--- src/rtl/mult_div_pkg.sv ---
// Shared types and constants for the iterative HI/LO multiply/divide unit.
package mult_div_pkg;

    typedef enum logic [1:0] {
        MULT  = 2'b00,
        MULTU = 2'b01,
        DIV   = 2'b10,
        DIVU  = 2'b11
    } op_t;

    typedef enum logic [1:0] {
        IDLE,
        RUN,
        FINISH
    } state_t;

    // Divide by zero yields LO = all ones; replicated to the unit's WIDTH.
    localparam logic DIV0_LO_BIT = 1'b1;

endpackage

--- src/rtl/mult_div.sv ---
// Iterative MULT/MULTU/DIV/DIVU unit owning the architectural HI/LO registers.
// Shift-add multiply and restoring divide share one 2*WIDTH accumulator.
module mult_div
    import mult_div_pkg::*;
#(
    parameter int unsigned WIDTH = 32
) (
    input  logic             clk,
    input  logic             reset,
    input  logic             start,
    input  logic [1:0]       op,
    input  logic [WIDTH-1:0] SrcA,
    input  logic [WIDTH-1:0] SrcB,
    input  logic             mthi,
    input  logic             mtlo,
    output logic             busy,
    output logic             done,
    output logic [WIDTH-1:0] hi,
    output logic [WIDTH-1:0] lo
);

    localparam int unsigned CW = $clog2(WIDTH) + 1;

    state_t             state, state_next;
    op_t                op_q;
    logic [CW-1:0]      cnt;
    logic [2*WIDTH-1:0] acc, acc_step, prod;
    logic [WIDTH-1:0]   opnd, orig_a;
    logic               res_neg, rem_neg, div0;

    logic               signed_op;
    logic [WIDTH-1:0]   abs_a, abs_b;

    logic [WIDTH:0]     sum;
    logic [WIDTH-1:0]   addend, diff;
    logic [WIDTH:0]     rem_shift;
    logic               ge;

    logic [WIDTH-1:0]   quot, rem, res_hi, res_lo;

    // Counter holds WIDTH-1 during the last RUN cycle; it reaches WIDTH on entry to FINISH.
    always_comb begin
        state_next = state;
        case (state)
            IDLE:    if (start) state_next = RUN;
            RUN:     if (cnt == CW'(WIDTH - 1)) state_next = FINISH;
            FINISH:  state_next = IDLE;
            default: state_next = IDLE;
        endcase
    end

    always_ff @(posedge clk) begin
        if (!reset) state <= IDLE;
        else        state <= state_next;
    end

    always_comb begin
        signed_op = (op == MULT) || (op == DIV);
        abs_a     = (signed_op && SrcA[WIDTH-1]) ? -SrcA : SrcA;
        abs_b     = (signed_op && SrcB[WIDTH-1]) ? -SrcB : SrcB;
    end

    // One iteration: multiply adds into the upper half then shifts right;
    // divide shifts left and subtracts the divisor when it fits.
    always_comb begin
        addend    = '0;
        sum       = '0;
        rem_shift = '0;
        diff      = '0;
        ge        = 1'b0;
        acc_step  = acc;
        if (op_q == MULT || op_q == MULTU) begin
            addend   = acc[0] ? opnd : '0;
            sum      = {1'b0, acc[2*WIDTH-1:WIDTH]} + {1'b0, addend};
            acc_step = {sum, acc[WIDTH-1:1]};
        end else begin
            rem_shift = {acc[2*WIDTH-1:WIDTH], acc[WIDTH-1]};
            ge        = rem_shift[WIDTH] || (rem_shift[WIDTH-1:0] >= opnd);
            diff      = rem_shift[WIDTH-1:0] - opnd;
            if (ge) acc_step = {diff, acc[WIDTH-2:0], 1'b1};
            else    acc_step = {rem_shift[WIDTH-1:0], acc[WIDTH-2:0], 1'b0};
        end
    end

    always_comb begin
        prod   = res_neg ? -acc : acc;
        quot   = acc[WIDTH-1:0];
        rem    = acc[2*WIDTH-1:WIDTH];
        res_hi = prod[2*WIDTH-1:WIDTH];
        res_lo = prod[WIDTH-1:0];
        if (op_q == DIV || op_q == DIVU) begin
            if (div0) begin
                res_hi = orig_a;
                res_lo = {WIDTH{DIV0_LO_BIT}};
            end else begin
                res_hi = rem_neg ? -rem : rem;
                res_lo = res_neg ? -quot : quot;
            end
        end
    end

    always_ff @(posedge clk) begin
        if (!reset) begin
            cnt     <= '0;
            acc     <= '0;
            opnd    <= '0;
            orig_a  <= '0;
            op_q    <= MULT;
            res_neg <= 1'b0;
            rem_neg <= 1'b0;
            div0    <= 1'b0;
            hi      <= '0;
            lo      <= '0;
            busy    <= 1'b0;
            done    <= 1'b0;
        end else begin
            busy <= (state_next != IDLE);
            done <= (state == FINISH);
            case (state)
                IDLE: begin
                    if (start) begin
                        op_q    <= op_t'(op);
                        cnt     <= '0;
                        orig_a  <= SrcA;
                        res_neg <= signed_op && (SrcA[WIDTH-1] ^ SrcB[WIDTH-1]);
                        rem_neg <= signed_op && SrcA[WIDTH-1];
                        div0    <= (SrcB == '0);
                        if (op[1]) begin
                            opnd <= abs_b;
                            acc  <= {{WIDTH{1'b0}}, abs_a};
                        end else begin
                            opnd <= abs_a;
                            acc  <= {{WIDTH{1'b0}}, abs_b};
                        end
                    end else begin
                        if (mthi) hi <= SrcA;
                        if (mtlo) lo <= SrcA;
                    end
                end
                RUN: begin
                    acc <= acc_step;
                    cnt <= cnt + CW'(1);
                end
                FINISH: begin
                    hi <= res_hi;
                    lo <= res_lo;
                end
                default: ;
            endcase
        end
    end

endmodule

--- config.mk ---
export PLATFORM = sky130hd
export DESIGN_NAME = mult_div
export DESIGN_NICKNAME = d
export VERILOG_FILES = /design/src/rtl/mult_div_pkg.sv /design/src/rtl/mult_div.sv
export SDC_FILE = /design/constraint.sdc
export NUM_CORES = 1
export LEC_CHECK = 0
export ABC_AREA = 1
export CORE_UTILIZATION = 30
export DETAILED_ROUTE_END_ITERATION = 16
export REMOVE_ABC_BUFFERS = 1
export SETUP_SLACK_MARGIN = 0.5
export SLEW_MARGIN = 10
export SYNTH_ARGS = -nofsm -noshare
export SYNTH_HDL_FRONTEND = slang
export SYNTH_SLANG_ARGS = --single-unit
--- constraint.sdc ---
create_clock -name clk -period 4.69 [get_ports clk]
set_input_delay 0.7035 -clock clk [delete_from_list [all_inputs] [get_ports clk]]
set_output_delay 0.7035 -clock clk [all_outputs]
set_load 0.005 [all_outputs]
After elaboration in Yosys (flattened, before gate mapping) --
Index checks and enable logic that the tools add are counted.
Word-level totals: bits of input ports 71, logic and storage cells 79, register bits 207, output and inout bits 66
Cells by class: bitwise gates (word level) 1, $lt $le $gt $ge 1, mux-type cells 27, add/sub/neg operators 8, reductions and logical operators 18, eq/ne operators 11
Operator list (count):
- 32-bit 2-to-1 mux | 15
- 64-bit 2-to-1 mux | 4
- 32-bit negator | 4
- 32-bit one-hot mux with 2 select lines | 2
- 64-bit one-hot mux with 2 select lines | 1
- 64-bit negator | 1
- 32-bit by 32-bit adder with 33-bit output | 1
- 32-bit greater-or-equal comparator | 1
- 32-bit zero test | 1
- 32-bit subtractor | 1
- 6-bit one-hot mux with 2 select lines | 1
- 2-bit equality test (second input constant) | 4
- 2-bit inequality test (second input constant) | 4
- 6-bit by 1-bit adder with 6-bit output (second input constant) | 1
- 6-bit by 5-bit equality test with 1-bit output (second input constant) | 1
- 2-bit zero test | 3
- 6-bit 2-to-1 mux | 1
- 3-bit AND reduction | 2
- 2-bit nonzero test | 3
- 2-bit by 1-bit equality test with 1-bit output (second input constant) | 2
- 1-bit logical OR | 4
- 2-bit 2-to-1 mux | 2
- 2-bit one-hot mux with 2 select lines | 1
- 2-bit AND reduction | 2
- 2 further kinds | 4

Depth between registers and ports, before layout --
word-level depth 7, depth in mapped cells 20, gate-level depth less buffers 18

Worst setup path before layout --
No wires, ideal clock.
path type flip-flop to flip-flop, start point register acc[0], end point register acc[53], path buffers 2, slack 2.211 ns, setup time 0.134 ns, cell stages (with the launch flop) 20, data required time 4.556 ns, clock period less this slack 2.479 ns, data arrival time 2.346 ns, cells stage by stage dfxtp_1 -> buf_6 -> clkbuf_1 -> nand2_1 -> inv_1 -> ha_1 -> inv_1 -> fa_1 -> inv_1 -> nand3_1 -> nand3_1 -> nand2_1 -> nand2_1 -> nand3_1 -> nand2_1 -> nand2_1 -> nand3_1 -> nand3_1 -> nand3_1 -> a21oi_1
On the way: word-level cells in the longest chain between the ends 4
Ends and longest elaborated chain:
- from (decl) | line mult_div.sv:27 | logic [2*WIDTH-1:0] acc, acc_step, prod;
- from (signal assigned) | line mult_div.sv:130 | acc <= {{WIDTH{1'b0}}, abs_a};
- from (signal assigned) | line mult_div.sv:133 | acc <= {{WIDTH{1'b0}}, abs_b};
- from (signal assigned) | line mult_div.sv:141 | acc <= acc_step;
- 32-bit 2-to-1 mux | line mult_div.sv:73 | addend = acc[0] ? opnd : '0;
- 32-bit by 32-bit adder with 33-bit output | line mult_div.sv:74 | sum = {1'b0, acc[2*WIDTH-1:WIDTH]} + {1'b0, addend};
- 64-bit 2-to-1 mux | line mult_div.sv:72 | if (op_q == MULT || op_q == MULTU) begin
- 64-bit one-hot mux with 2 select lines | line mult_div.sv:119 | case (state)
No other way between the ends. A chain may end at the register's enable or synchronous reset.

Worst setup path in the final report --
start point register acc[31], end point register acc[59]
On the way: word-level cells in the longest chain between the ends 5, elaborated cells between the ends (all ways) 6, classes of those cells add/sub (1); order compare (1); mux (3); reduce/logical (1)
Ends and longest elaborated chain:
- 32-bit greater-or-equal comparator | line mult_div.sv:78 | ge = rem_shift[WIDTH] || (rem_shift[WIDTH-1:0] >= opnd);
- 1-bit logical OR | line mult_div.sv:78
- 64-bit 2-to-1 mux * | line mult_div.sv:80 | if (ge) acc_step = {diff, acc[WIDTH-2:0], 1'b1};
- 64-bit 2-to-1 mux * | line mult_div.sv:72
- 64-bit one-hot mux with 2 select lines * | line mult_div.sv:119
Mark *: on every way between the ends. The rest lies on a longest branch, timed or not.

==> results.py <==
metrics = {
    "hold_path": {
        "hold_start": "orig_a[28]$_SDFFE_PN0P_",
        "holdPathEnd": "orig_a[28]$_SDFFE_PN0P_",
        "min_path_type": "flop to flop",
        "hold_depth": 2,
    },
    "global_routing": {
        "grt_use_total": 0.274,
        "grt_pass1_vias": 21500,
        "grt_max_degree": 91,
        "grt-ovfl-total": 0,
        "antenna_found_initial": 1,
        "grt_pass1_wl_um": 140000,
    },
    "cells_and_area": {
        "finish.instance_area_sq_mm": 0.0232,
        "diodes": 0,
        "nets": 3825,
        "nFillCells": 7537,
        "multi_input_area_sq_mm": 0.0134,
        "drive_above_1_share": 0.0545,
        "register_area_sq_mm": 0.00413,
        "area_delta_synth_final_pct": 15.0,
    },
    "floorplanning": {
        "core_sq_mm": 0.0661,
        "rows": 94,
        "initial_utilization": 0.305,
        "top_level_ports": 137,
        "die_area_sq_mm": 0.0681,
        "die_x_um": 261,
        "die_y_um": 261,
    },
    "power_and_ir_drop": {
        "seq_power_share": 0.307,
        "pwr-share-clk": 0.324,
        "power_w": 0.00672,
        "share_comb_of_total_power": 0.369,
        "max-vdd-ir-drop_v": 0.000255,
        "total_leakage_power_nw": 11.2,
        "power.internal_w": 0.00389,
        "powerDensity_mw_per_mm2": 290,
        "p_switching_w": 0.00282,
        "switching_share": 0.420,
    },
    "yosys": {
        "ys_ff_latch": 206,
        "yosysSeqAreaShare": 0.205,
        "syn_area_per_cell_sq_um": 5.55,
        "synth_edf_count": 0,
        "synth.cell_area_sq_mm": 0.0201,
        "ys_types": 54,
        "ys_warn_count": 0,
        "synth_ff_type": "dfxtp_1",
        "async_flop_share": 0,
        "synthCells": 3625,
    },
    "timing": {
        "rsz0062_at_grt": "false",
        "clock-skew-final_ns": 0.0167,
        "whs_ns": 0.460,
        "timing.fmax_mhz": 301,
        "tightest_slew_ns": 1.06,
        "final_max_slew_viol_count": 0,
        "fin_crit_ns": 3.32,
        "slew_headroom": 0.294,
        "fin_crit_sh": 0.708,
        "setup_ws_ns": 1.37,
        "totalNegativeSetupSlack_ns": 0,
        "setup_violations": 0,
        "hold_viol": 0,
    },
    "outcome": {
        "status": "complete, but fails checks",
        "violations": "DRC",
    },
    "clock_tree": {
        "cts_hold_buffers": 0,
        "cts_resized": 0,
        "clockRootBuffer": "clkbuf_16",
        "cts_tree": "done",
        "numClockSinks": 206,
        "clk_pin_slew_ns": 0.07,
        "htree_levels": 1,
        "clock_path_buffers": 3,
        "worstSkewPairLatency_ns": 0.58,
        "cts_buffers": 28,
        "post_cts_buffers": 0,
    },
    "place": {
        "dp_hpwl_um": 76100,
        "pre_cts_ws_ns": 1.28,
        "gp_congestion": 1.04,
        "placed_area_sq_mm": 0.0222,
        "portBuffers": 136,
    },
    "worst_setup_path": {
        "r2r-start": "acc[31]$_SDFFE_PN0P_",
        "r2r_slack_ns": 1.37,
        "crit_required_ns": 5.20,
        "r2r-end": "acc[59]$_SDFFE_PN0P_",
        "reg2regPathDepth": 17,
        "startpoint_type": "flop",
        "endpoint_kind": "flop",
        "worstPathArrival_ns": 3.82,
        "worst-path-max-fanout": 39,
        "critPathLaunch": "acc[31]$_SDFFE_PN0P_",
        "critPathKind": "flop to flop",
    },
    "drt": {
        "vias_per_cell": 5.33,
        "routed-via-count": 24300,
        "detail-route-antenna-nets": 0,
        "wl_per_cell_um": 21.0,
        "drt_iter0_markers": 3095,
        "drt-pass1-iter-count": 13,
        "route.detailed.drc": 8,
        "finalWirelength_um": 96000,
    },
    "run": {
        "cap_viol_max_count": 0,
    },
}
## flip-flops by register name, summed over array words and instances (netlist names)
register and flops:
acc 64, hi 32, lo 32, opnd 32, orig_a 32, cnt 6, state 2, busy 1
div0 1, done 1, op_q 1, rem_neg 1, res_neg 1
## critical path: stages (launching register included)
cell	delay, ns
dfxtp_1	0.44
inv_2	0.15
ha_1	0.26
fa_1	0.43
inv_1	0.11
nand2_1	0.08
nand2_1	0.10
nand3_1	0.09
nand2_2	0.12
nand2_2	0.07
nand3_2	0.06
nand2_2	0.04
buf_4	0.22
nand2_4	0.44
nand3_1	0.26
nand2_1	0.12
nand3_1	0.08
a21oi_1	0.16
## layer usage
layer,vias up,track usage,part of all wire
met5,-,0,0
met4,0,0.0882,0.039
met3,170,0.0527,0.097
met2,1242,0.398,0.40
met1,11100,0.402,0.46
li1,11800,-,-
## cell usage after synthesis, types with 15 or more instances
| cell type | count | area (sq um) |
|---|---|---|
| dfxtp_1 | 206 | 4120 |
| ha_1 | 69 | 863 |
| clkbuf_1 | 99 | 372 |
| a21oi_1 | 338 | 1690 |
| buf_2 | 25 | 125 |
| nand3_1 | 332 | 1660 |
| nor3_1 | 31 | 155 |
| nor2_2 | 24 | 150 |
| nand4_1 | 37 | 231 |
| o21ai_1 | 15 | 75.1 |
| buf_1 | 15 | 56.3 |
| nor2_1 | 356 | 1340 |
| inv_1 | 490 | 1840 |
| inv_2 | 20 | 75.1 |
| nand2_1 | 1019 | 3820 |
| nand3b_1 | 16 | 120 |
| o21ai_0 | 304 | 1520 |
| o211ai_1 | 24 | 180 |
| nand2_2 | 16 | 100 |
| xor2_1 | 52 | 455 |
## layout by cell type, fill, tap and decap left out, drive strengths merged, types with 3 or more instances in the layout
cell type,netlist,routed
nor4,8,8
xnor2,4,4
xor2,52,52
clkinv,2,13
clkinvlp,0,3
o21ai,321,321
nor3,35,35
or2,13,13
buf,52,44
nand4,37,37
clkbuf,99,37
nand3,343,343
o221ai,7,7
a31oi,14,14
nand2,1036,1036
o21bai,9,9
o22ai,5,5
nand3b,17,17
a22oi,7,7
nor2,390,390
ha,69,69
inv,510,510
dfxtp,206,206
a21oi,344,344
o211ai,27,27
clkdlybuf4s50,0,135
a221oi,3,3
## worst max path at each step
stage                            end  slack, ns  depth (start not counted)
2_1_floorplan    lo[26]$_SDFFE_PN0P_       0.49                          6
3_3_place_gp   opnd[23]$_SDFFE_PN0P_       1.27                         11
3_5_place_dp   opnd[23]$_SDFFE_PN0P_       1.28                         11
4_1_cts         acc[59]$_SDFFE_PN0P_       1.42                         16
5_1_grt         acc[39]$_SDFFE_PN0P_       1.17                         11
6_report        acc[59]$_SDFFE_PN0P_       1.37                         17
## kinds of logic after synthesis
group	synth area share
adders and majority gates	0.0449
and+or+nand+nor	0.399
AOI/OAI and AO/OA	0.198
DFF	0.205
xor gates and xnor gates	0.0244
buffers and inverters	0.130
## power groups by stage
stage / Combinational (W) / Sequential, W / Clock, W
2_1_floorplan: 0.00148 / 0.00205 / 0
3_3_place_gp: 0.00242 / 0.00209 / 0
3_5_place_dp: 0.00242 / 0.00209 / 0
4_1_cts: 0.00243 / 0.00206 / 0.00221
5_1_grt: 0.00272 / 0.00207 / 0.00226
6_report: 0.00248 / 0.00206 / 0.00218
## final cells by class
type                    instances  area share
multi-input cells            2756       0.579
flip-flops and latches        206       0.178
inverters                     512      0.0831
repair buffers                179      0.0732
well taps                     864      0.0467
clock buffers                  37      0.0339
clock inverters                15     0.00557
## metrics by stage
stage,util,cells
finish,0.350,4569
global placement,0.336,4517
detailed placement,0.336,4517
floorplan,-,3474
global route,0.350,4569
CTS,0.350,4569
Note: power is estimated with default switching activity, not from simulation.
